<file path="config.mk">
export PLATFORM = sky130hd
export DESIGN_NAME = fetch_stage
export DESIGN_NICKNAME = d
export VERILOG_FILES = /design/src/rtl/riscv_pkg.sv /design/src/rtl/pc_next_sel.sv /design/src/rtl/fetch_stage.sv
export SDC_FILE = /design/constraint.sdc
export NUM_CORES = 1
export LEC_CHECK = 0
export CAP_MARGIN = 10
export CORE_MARGIN = 10
export CORE_UTILIZATION = 45
export CTS_CLUSTER_SIZE = 30
export DETAILED_ROUTE_END_ITERATION = 12
export GPL_TIMING_DRIVEN = 0
export PLACE_DENSITY = 0.81
export SLEW_MARGIN = 5
export SYNTH_ARGS = -nofsm -noshare
export SYNTH_HDL_FRONTEND = slang
export SYNTH_SLANG_ARGS = --single-unit
</file>
<file path="constraint.sdc">
create_clock -name clk -period 5.7 [get_ports clk]
set_input_delay 0.57 -clock clk [delete_from_list [all_inputs] [get_ports clk]]
set_output_delay 0.57 -clock clk [all_outputs]
set_load 0.05 [all_outputs]
</file>
<file path="src/rtl/riscv_pkg.sv">
// Shared pipeline definitions: datapath widths, the nop encoding, the IF/ID
// register layout and the fetch FSM state type.
package riscv_pkg;

    localparam int          XLEN       = 32;
    localparam logic [31:0] NOP_INSTR  = 32'b0;
    localparam int          INST_BYTES = 4;

    typedef struct packed {
        logic [XLEN-1:0] pc;
        logic [XLEN-1:0] instr;
        logic            valid;
    } if_id_t;

    typedef enum logic {FETCH_RUN, FETCH_HALT} fetch_state_t;

    // Instruction addresses are always word aligned; low bits are dropped.
    function automatic logic [XLEN-1:0] align_pc(input logic [XLEN-1:0] addr);
        return {addr[XLEN-1:2], 2'b00};
    endfunction

endpackage

</file>
<file path="src/rtl/pc_next_sel.sv">
// Next-PC / IF/ID priority mux for the fetch stage (purely combinational).
// Ports:
//   state        in   current fetch FSM state
//   pc_q         in   current PC
//   stall        in   hazard-unit hold request
//   redirect     in   EX branch/jump redirect
//   redirect_pc  in   redirect target (low two bits ignored)
//   pc_d         out  next PC value
//   ifid_load    out  IF/ID register load enable
//   ifid_bubble  out  load a bubble instead of the fetched word
//   count_en     out  a real instruction enters IF/ID this cycle
//   fault        out  current PC is past the end of instruction memory
module pc_next_sel
    import riscv_pkg::*;
#(
    parameter int unsigned NUM_INST = 128
) (
    input  fetch_state_t    state,
    input  logic [XLEN-1:0] pc_q,
    input  logic            stall,
    input  logic            redirect,
    input  logic [XLEN-1:0] redirect_pc,
    output logic [XLEN-1:0] pc_d,
    output logic            ifid_load,
    output logic            ifid_bubble,
    output logic            count_en,
    output logic            fault
);

    logic out_of_range;
    assign out_of_range = ({2'b00, pc_q[XLEN-1:2]} >= NUM_INST);

    // Redirect outranks stall so a held wrong-path instruction is flushed.
    always_comb begin
        pc_d        = pc_q;
        ifid_load   = 1'b0;
        ifid_bubble = 1'b0;
        count_en    = 1'b0;
        fault       = 1'b0;
        if (redirect) begin
            pc_d        = align_pc(redirect_pc);
            ifid_load   = 1'b1;
            ifid_bubble = 1'b1;
        end else if (state == FETCH_RUN) begin
            if (out_of_range) begin
                ifid_load   = 1'b1;
                ifid_bubble = 1'b1;
                fault       = 1'b1;
            end else if (!stall) begin
                pc_d      = pc_q + XLEN'(INST_BYTES);
                ifid_load = 1'b1;
                count_en  = 1'b1;
            end
        end else if (!stall) begin
            ifid_load   = 1'b1;
            ifid_bubble = 1'b1;
        end
    end

endmodule

</file>
<file path="src/rtl/fetch_stage.sv">
// IF stage: owns the PC, addresses the combinational instruction memory and
// captures the returned word into the IF/ID register. Handles decode stalls,
// EX redirects and halts when fetching past the end of the program.
// Ports:
//   clk, rst       clock, synchronous active-high reset
//   imem_pc        instruction memory address (= pc_q)
//   imem_instr     instruction word for imem_pc
//   stall          hold PC and IF/ID
//   redirect       flush IF/ID and load redirect_pc
//   redirect_pc    redirect target
//   if_id_pc       PC of the instruction in IF/ID
//   if_id_instr    instruction in IF/ID (0 for a bubble)
//   if_id_valid    IF/ID holds a real fetched instruction
//   halted         fetch halted after an out-of-range PC
//   fetch_count    number of valid instructions loaded into IF/ID
//
// state      | meaning
// FETCH_RUN  | normal fetch: redirect > fault > stall > advance
// FETCH_HALT | PC past program end; bubbles issued until redirect or reset
module fetch_stage
    import riscv_pkg::*;
#(
    parameter logic [31:0] RESET_PC = 32'h0000_0000,
    parameter int unsigned NUM_INST = 128
) (
    input  logic        clk,
    input  logic        rst,
    output logic [31:0] imem_pc,
    input  logic [31:0] imem_instr,
    input  logic        stall,
    input  logic        redirect,
    input  logic [31:0] redirect_pc,
    output logic [31:0] if_id_pc,
    output logic [31:0] if_id_instr,
    output logic        if_id_valid,
    output logic        halted,
    output logic [31:0] fetch_count
);

    fetch_state_t state_q, state_d;
    logic [31:0]  pc_q, pc_d;
    if_id_t       if_id_q;
    logic [31:0]  count_q;
    logic         ifid_load, ifid_bubble, count_en, fault;

    pc_next_sel #(.NUM_INST(NUM_INST)) u_pc_next_sel (
        .state       (state_q),
        .pc_q        (pc_q),
        .stall       (stall),
        .redirect    (redirect),
        .redirect_pc (redirect_pc),
        .pc_d        (pc_d),
        .ifid_load   (ifid_load),
        .ifid_bubble (ifid_bubble),
        .count_en    (count_en),
        .fault       (fault)
    );

    always_comb begin
        state_d = state_q;
        if (redirect)
            state_d = FETCH_RUN;
        else if (fault)
            state_d = FETCH_HALT;
    end

    always_ff @(posedge clk) begin
        if (rst) begin
            state_q <= FETCH_RUN;
            pc_q    <= RESET_PC;
            if_id_q <= '{pc: '0, instr: NOP_INSTR, valid: 1'b0};
            count_q <= '0;
        end else begin
            state_q <= state_d;
            pc_q    <= pc_d;
            if (ifid_load) begin
                if (ifid_bubble)
                    if_id_q <= '{pc: '0, instr: NOP_INSTR, valid: 1'b0};
                else
                    if_id_q <= '{pc: pc_q, instr: imem_instr, valid: 1'b1};
            end
            if (count_en)
                count_q <= count_q + 32'd1;
        end
    end

    assign imem_pc     = pc_q;
    assign if_id_pc    = if_id_q.pc;
    assign if_id_instr = if_id_q.instr;
    assign if_id_valid = if_id_q.valid;
    assign halted      = (state_q == FETCH_HALT);
    assign fetch_count = count_q;

endmodule

</file>
==> impl_metrics.yaml, run 1 <==
outcome:
  outcome: "finished, final reports clean"
critical_path:
  r2r_slack_ps: 2950
  worstPathArrival_ps: 3200
  start_kind: "register"
  startpoint: "imem_pc[12]"
  endpoint_kind: "register"
  worstReg2RegEnd: "if_id_instr[31]"
  critPathMaxFanout: 10
  worstSetupPathType: "register to register"
  crit_required_ps: 6150
  reg2reg_depth: 8
  r2r_start: "imem_pc[12]"
  endpoint: "if_id_instr[31]"
sta:
  fin_ws_ps: 2951
  fmax_mhz: 363.8
  period_share_pct: 48.23
  rsz0062_at_grt: "false"
  worst_slew_pin_slew_ps: 735.3
  hold_viol_final: 0
  setup_tns_ps: 0
  slew_violations: 0
  period_needed_ps: 2749
  skew_ps: 7.077
  setup_viol: 0
  max_slew_margin_pct: 50.53
synthesis:
  ys_types: 43
  syn_avg_cell_area_sq_um: 9.911
  synth_seq_area_share_pct: 52.91
  yosys_register_bits: 126
  synth_area_leaders: "dfxtp_1 53%, a22o_1 7.2%, mux2i_1 4.8%, nor2_1 3.5%, and2_1 3.4%"
  synth_top_area_share_pct: 52.91
  syn_area_sq_um: 4767
  synth_cells: 481
  yosys_warnings: 0
  yosysTopAreaCell: "dfxtp_1"
power:
  leakagePower_nw: 2.685
  power_density_nw_per_um2: 280.6
  ir_worst_vdd_mv: 0.2563
  power_mw: 2.076
place:
  port-buffer-count: 191
  dpl.hpwl_um: 11900
  dp_slack_ps: 2625
  gp_congestion: 0.8378
detailed_routing:
  drt_pass1_iterations: 5
  vias: 4546
  drt.antenna.violating_nets: 0
  route.detailed.drc: 0
  routed_wirelength_um: 15440
  wl_per_cell_um: 18.32
  via_per_inst: 5.393
  drt-initial-drc-count: 306
cells_and_area:
  register_area_sq_um: 2522
  drive_gt1_share_pct: 6.082
  multi_input_area_sq_um: 2063
  nets: 765
  synthToLayoutAreaGrowth_pct: 55.20
  antennaDiodeCount: 0
  final_common_cell: "clkdlybuf4s50_1"
  fillers: 760
  final_cell_mix: "191 x clkdlybuf4s50_1, 126 x dfxtp_1, 44 x nor2_1"
  postLayoutCoreUtil_pct: 71.66
floorplanning:
  pin_count: 198
  num_rows: 37
  die-area_sq_um: 15110
  core-area_sq_um: 10320
  die_x_um: 122.9
  fp.dieH_um: 122.9
  initial_utilization_pct: 46.18
global_routing:
  grt_overflow: 0
  track_usage_pct: 19.67
  grt_max_degree: 17
  grt_first_pass_wirelength_um: 23670
  antenna_found_initial: 0
  grt_pass1_vias: 4542
clocking:
  cts_resized: 0
  cts_buffer_depth: 2
  numCtsBuffers: 17
  post-cts-setup-buffers: 0
  hold_buffers: 0
  cts_tree: "yes"
  clock-sinks: 126
  clock_latency_ps: 510
  path_clk_slew_ps: 60
  cts_root_buffer: "clkbuf_8"
  cts.htree.levels: 4
run:
  cap_viol_max_count: 0
hold_path:
  worstHoldPathType: "register to register"
  hp-start: "if_id_pc[12]"
cells in the mapped netlist:
master	instances
nand4b_1	3
xnor2_1	12
nor4b_1	1
and2_1	26
nor4_2	2
buf_6	1
or3_1	15
nor2_1	44
dfxtp_1	126
a311oi_1	1
nand2b_1	1
and4_1	3
a211oi_1	5
nand3_1	13
nor4_1	11
nor3_1	10
nor2b_1	1
buf_2	1
buf_1	3
a22o_1	39
or4_1	10
nand4_1	8
inv_1	10
o21ai_0	15
xor2_1	2
o31ai_1	8
ha_1	3
or4_4	2
buf_4	4
nand2_1	17
clkbuf_1	26
a21o_1	1
and4b_1	2
o211a_1	1
and3_1	2
o2bb2ai_1	1
a21oi_1	22
a211o_1	1
mux2i_1	23
a221oi_1	1
or4b_1	2
nand4_2	1
conb_1	1
power breakdown:
group	internal, mW	switching [mW]
registers	0.895	0.0154
clock network	0.552	0.418
logic	0.0852	0.111
worst min path at each step:
stage | slack [ps] | cells after the start | endpoint
6_report | 460 | 1 | if_id_pc[12]
5_1_grt | 480 | 1 | if_id_pc[12]
4_1_cts | 460 | 1 | if_id_valid
3_5_place_dp | 440 | 1 | if_id_pc[26]
3_3_place_gp | 440 | 1 | if_id_valid
2_1_floorplan | 700 | 1 | if_id_instr[0]
state kept, by name, summed over array words and instances (netlist names):
| signal | flops |
|---|---|
| imem_pc | 30 |
| fetch_count | 32 |
| if_id_pc | 30 |
| halted | 1 |
| if_id_instr | 32 |
| if_id_valid | 1 |
metal layers:
metal	share of wire, %	GRT usage (%)
met1	38	21.30
met2	52	34.47
met3	9.1	7.885
met4	1.7	6.186
met5	0	0
per-stage QoR:
stage / hold slack (ps) / instances / cell area, sq um
after floorplan: 695.7 / 484 / 4778
after global routing: 475.2 / 843 / 7398
after CTS: 462.5 / 843 / 7398
final: 458.5 / 843 / 7398
after detailed placement: 443.1 / 811 / 6860
after global placement: 437.1 / 811 / 6860
cell families after synthesis:
logic type               share of synthesized area (%)
buffers and inverters                            4.042
flip-flops                                       52.91
adder cells (fa/ha/maj)                         0.7875
multiplexers                                     4.829
AO/OA/AOI/OAI                                    14.20
other                                          0.07866
XOR/XNOR                                         2.572
AND/OR/NAND/NOR                                  20.58
layout make-up:
cell class	instances	share of cell area [%]
timing repair buffer	191	25.84
sequential	126	34.09
buffer	35	2.097
tap	136	2.300
inverter	10	0.5074
clock buffer	18	5.784
multi-input combinational	313	27.89
clock inverter	14	1.488
critical path, cell delays in order (launching register included):
cell,delay (ps)
dfxtp_1,330
nor4_1,340
nand4_1,330
clkbuf_1,320
nor2_1,150
o211a_1,150
clkbuf_1,410
clkbuf_1,420
a22o_1,220
No activity file was read; power rests on OpenSTA's default activity.
==> run 2, diff against run 1 <==
- CORE_UTILIZATION: 45 -> 43
- PLACE_DENSITY: 0.81 -> 0.77
- clock period: 5.7 -> 2.9 ns (I/O delays scaled with it)
==> run 2 against run 1 <==
  * Sequential cell count stayed put
  * Design area is 0.37% higher
  * Clock power is 110% higher
  * Sequential share of layout area is 0.13 points lower
  * Largest power group unchanged
  * Largest cell class unchanged
  * Highest routed layer unchanged
  * Power is 100% higher
  * First-iteration DRC count is 19% lower
==> impl_metrics.yaml, run 2 (synthesis gave the netlist of run 1 again) <==
detailed_routing:
  via_per_inst: 5.305
  vias: 4488
  route.detailed.drc: 0
  drt.antenna.violating_nets: 0
  routed_wirelength_um: 15870
  wl_per_cell_um: 18.76
  drt-initial-drc-count: 248
  drt_pass1_iterations: 4
sta:
  slew_violations: 0
  fmax_mhz: 389.3
  period_needed_ps: 2569
  setup_tns_ps: 0
  period_share_pct: 88.57
  max_slew_margin_pct: 51.71
  hold_viol_final: 0
  worst_slew_pin_slew_ps: 717.7
  skew_ps: 8.709
  fin_ws_ps: 331.4
  setup_viol: 0
  rsz0062_at_grt: "false"
clocking:
  clock-sinks: 126
  path_clk_slew_ps: 60
  post-cts-setup-buffers: 0
  cts_resized: 0
  cts.htree.levels: 4
  cts_tree: "yes"
  cts_buffer_depth: 2
  hold_buffers: 0
  cts_root_buffer: "clkbuf_8"
  clock_latency_ps: 530
  numCtsBuffers: 17
floorplanning:
  core-area_sq_um: 10840
  num_rows: 38
  fp.dieH_um: 125.3
  die-area_sq_um: 15700
  pin_count: 198
  initial_utilization_pct: 43.98
  die_x_um: 125.3
cells_and_area:
  postLayoutCoreUtil_pct: 68.50
  antennaDiodeCount: 0
  nets: 764
  synthToLayoutAreaGrowth_pct: 55.77
  fillers: 882
  fin_area_sq_um: 7426
  drive_gt1_share_pct: 5.949
  final_cell_mix: "191 x clkdlybuf4s50_1, 126 x dfxtp_1, 44 x nor2_1"
  final_common_cell: "clkdlybuf4s50_1"
global_routing:
  grt_pass1_vias: 4634
  grt_first_pass_wirelength_um: 24980
  antenna_found_initial: 0
  track_usage_pct: 19.77
  grt_overflow: 0
  grt_max_degree: 17
place:
  port-buffer-count: 191
  dpl_cell_area_sq_um: 6865
  dp_slack_ps: 87.63
  gp_congestion: 0.8255
  dpl.hpwl_um: 11810
power:
  leakagePower_nw: 2.704
  ir_worst_vdd_mv: 0.5219
  power_density_nw_per_um2: 562.1
  power_mw: 4.174
hold_path:
  worstHoldPathType: "input pin to register"
critical_path:
  endpoint_kind: "register"
  start_kind: "register"
  worstSetupPathType: "register to register"
  critPathMaxFanout: 10
  worstPathArrival_ps: 3040
  crit_required_ps: 3370
run:
  cap_viol_max_count: 0
outcome:
  outcome: "finished, final reports clean"
-- run 2: changes by cell type in the layout (fill, tap and decap cells not counted) --
cell / previous run / this run
nor4_2: 2 / 3
inv_6: 5 / 0
clkbuf_1: 26 / 27
nor4_1: 11 / 10
clkinv_4: 3 / 2
clkbuf_2: 0 / 1
clkinvlp_4: 4 / 2
clkinv_2: 2 / 5
bufinv_16: 0 / 2
-- run 2: power breakdown --
part           leakage [nW]  internal, mW  switching, mW  total [mW]
Clock                 0.271          1.24          0.761        2.00
Sequential             1.02          1.76         0.0301        1.79
Combinational          1.41         0.167          0.218       0.385
Total                  2.70          3.17           1.01        4.17
-- run 2: worst max-delay path, stage by stage, from the launching register on --
cell	delay (ps)
dfxtp_1	330
nor4_1	340
nand4_1	340
clkbuf_1	330
nor2_1	150
o211a_1	370
clkbuf_1	430
a22o_1	220
-- run 2: per-stage QoR --
stage               hold WS (ps)  std cells
floorplan                  415.7        484
global placement           440.8        815
detailed placement         442.6        815
CTS                        307.8        847
global route               332.0        846
finish                     333.5        846
-- run 2: cell type report --
| type | instances | area, sq um | share of cell area (%) |
|---|---|---|---|
| Clock inverter | 11 | 117.6 | 1.584 |
| Tap cell | 140 | 175.2 | 2.359 |
| Multi-Input combinational cell | 313 | 2069 | 27.87 |
| Buffer | 34 | 152.6 | 2.056 |
| Timing Repair Buffer | 191 | 1912 | 25.75 |
| Inverter | 10 | 37.54 | 0.5055 |
| Clock buffer | 21 | 439.2 | 5.914 |
| Sequential cell | 126 | 2522 | 33.97 |
-- run 2: worst paths after layout --
path | startpoint | to | slack [ps] | depth (start not counted)
worst max register to register | imem_pc[20] | if_id_pc[4] | 330 | 7
worst max-delay path | imem_pc[20] | if_id_pc[4] | 330 | 7
worst min register to register | if_id_pc[12] | if_id_pc[12] | 460 | 1
worst min-delay path | redirect_pc[8] | imem_pc[8] | 330 | 3
-- run 2: routing by layer --
layer  global-route usage [%]  routed length [um]  vias to the layer above
met1                    20.65                6126                     2155
met3                    9.421                1355                       22
met5                        0                   0                        -
met4                    6.504                 258                        0
met2                    34.28                8128                      142
li1                         -                   -                     2169
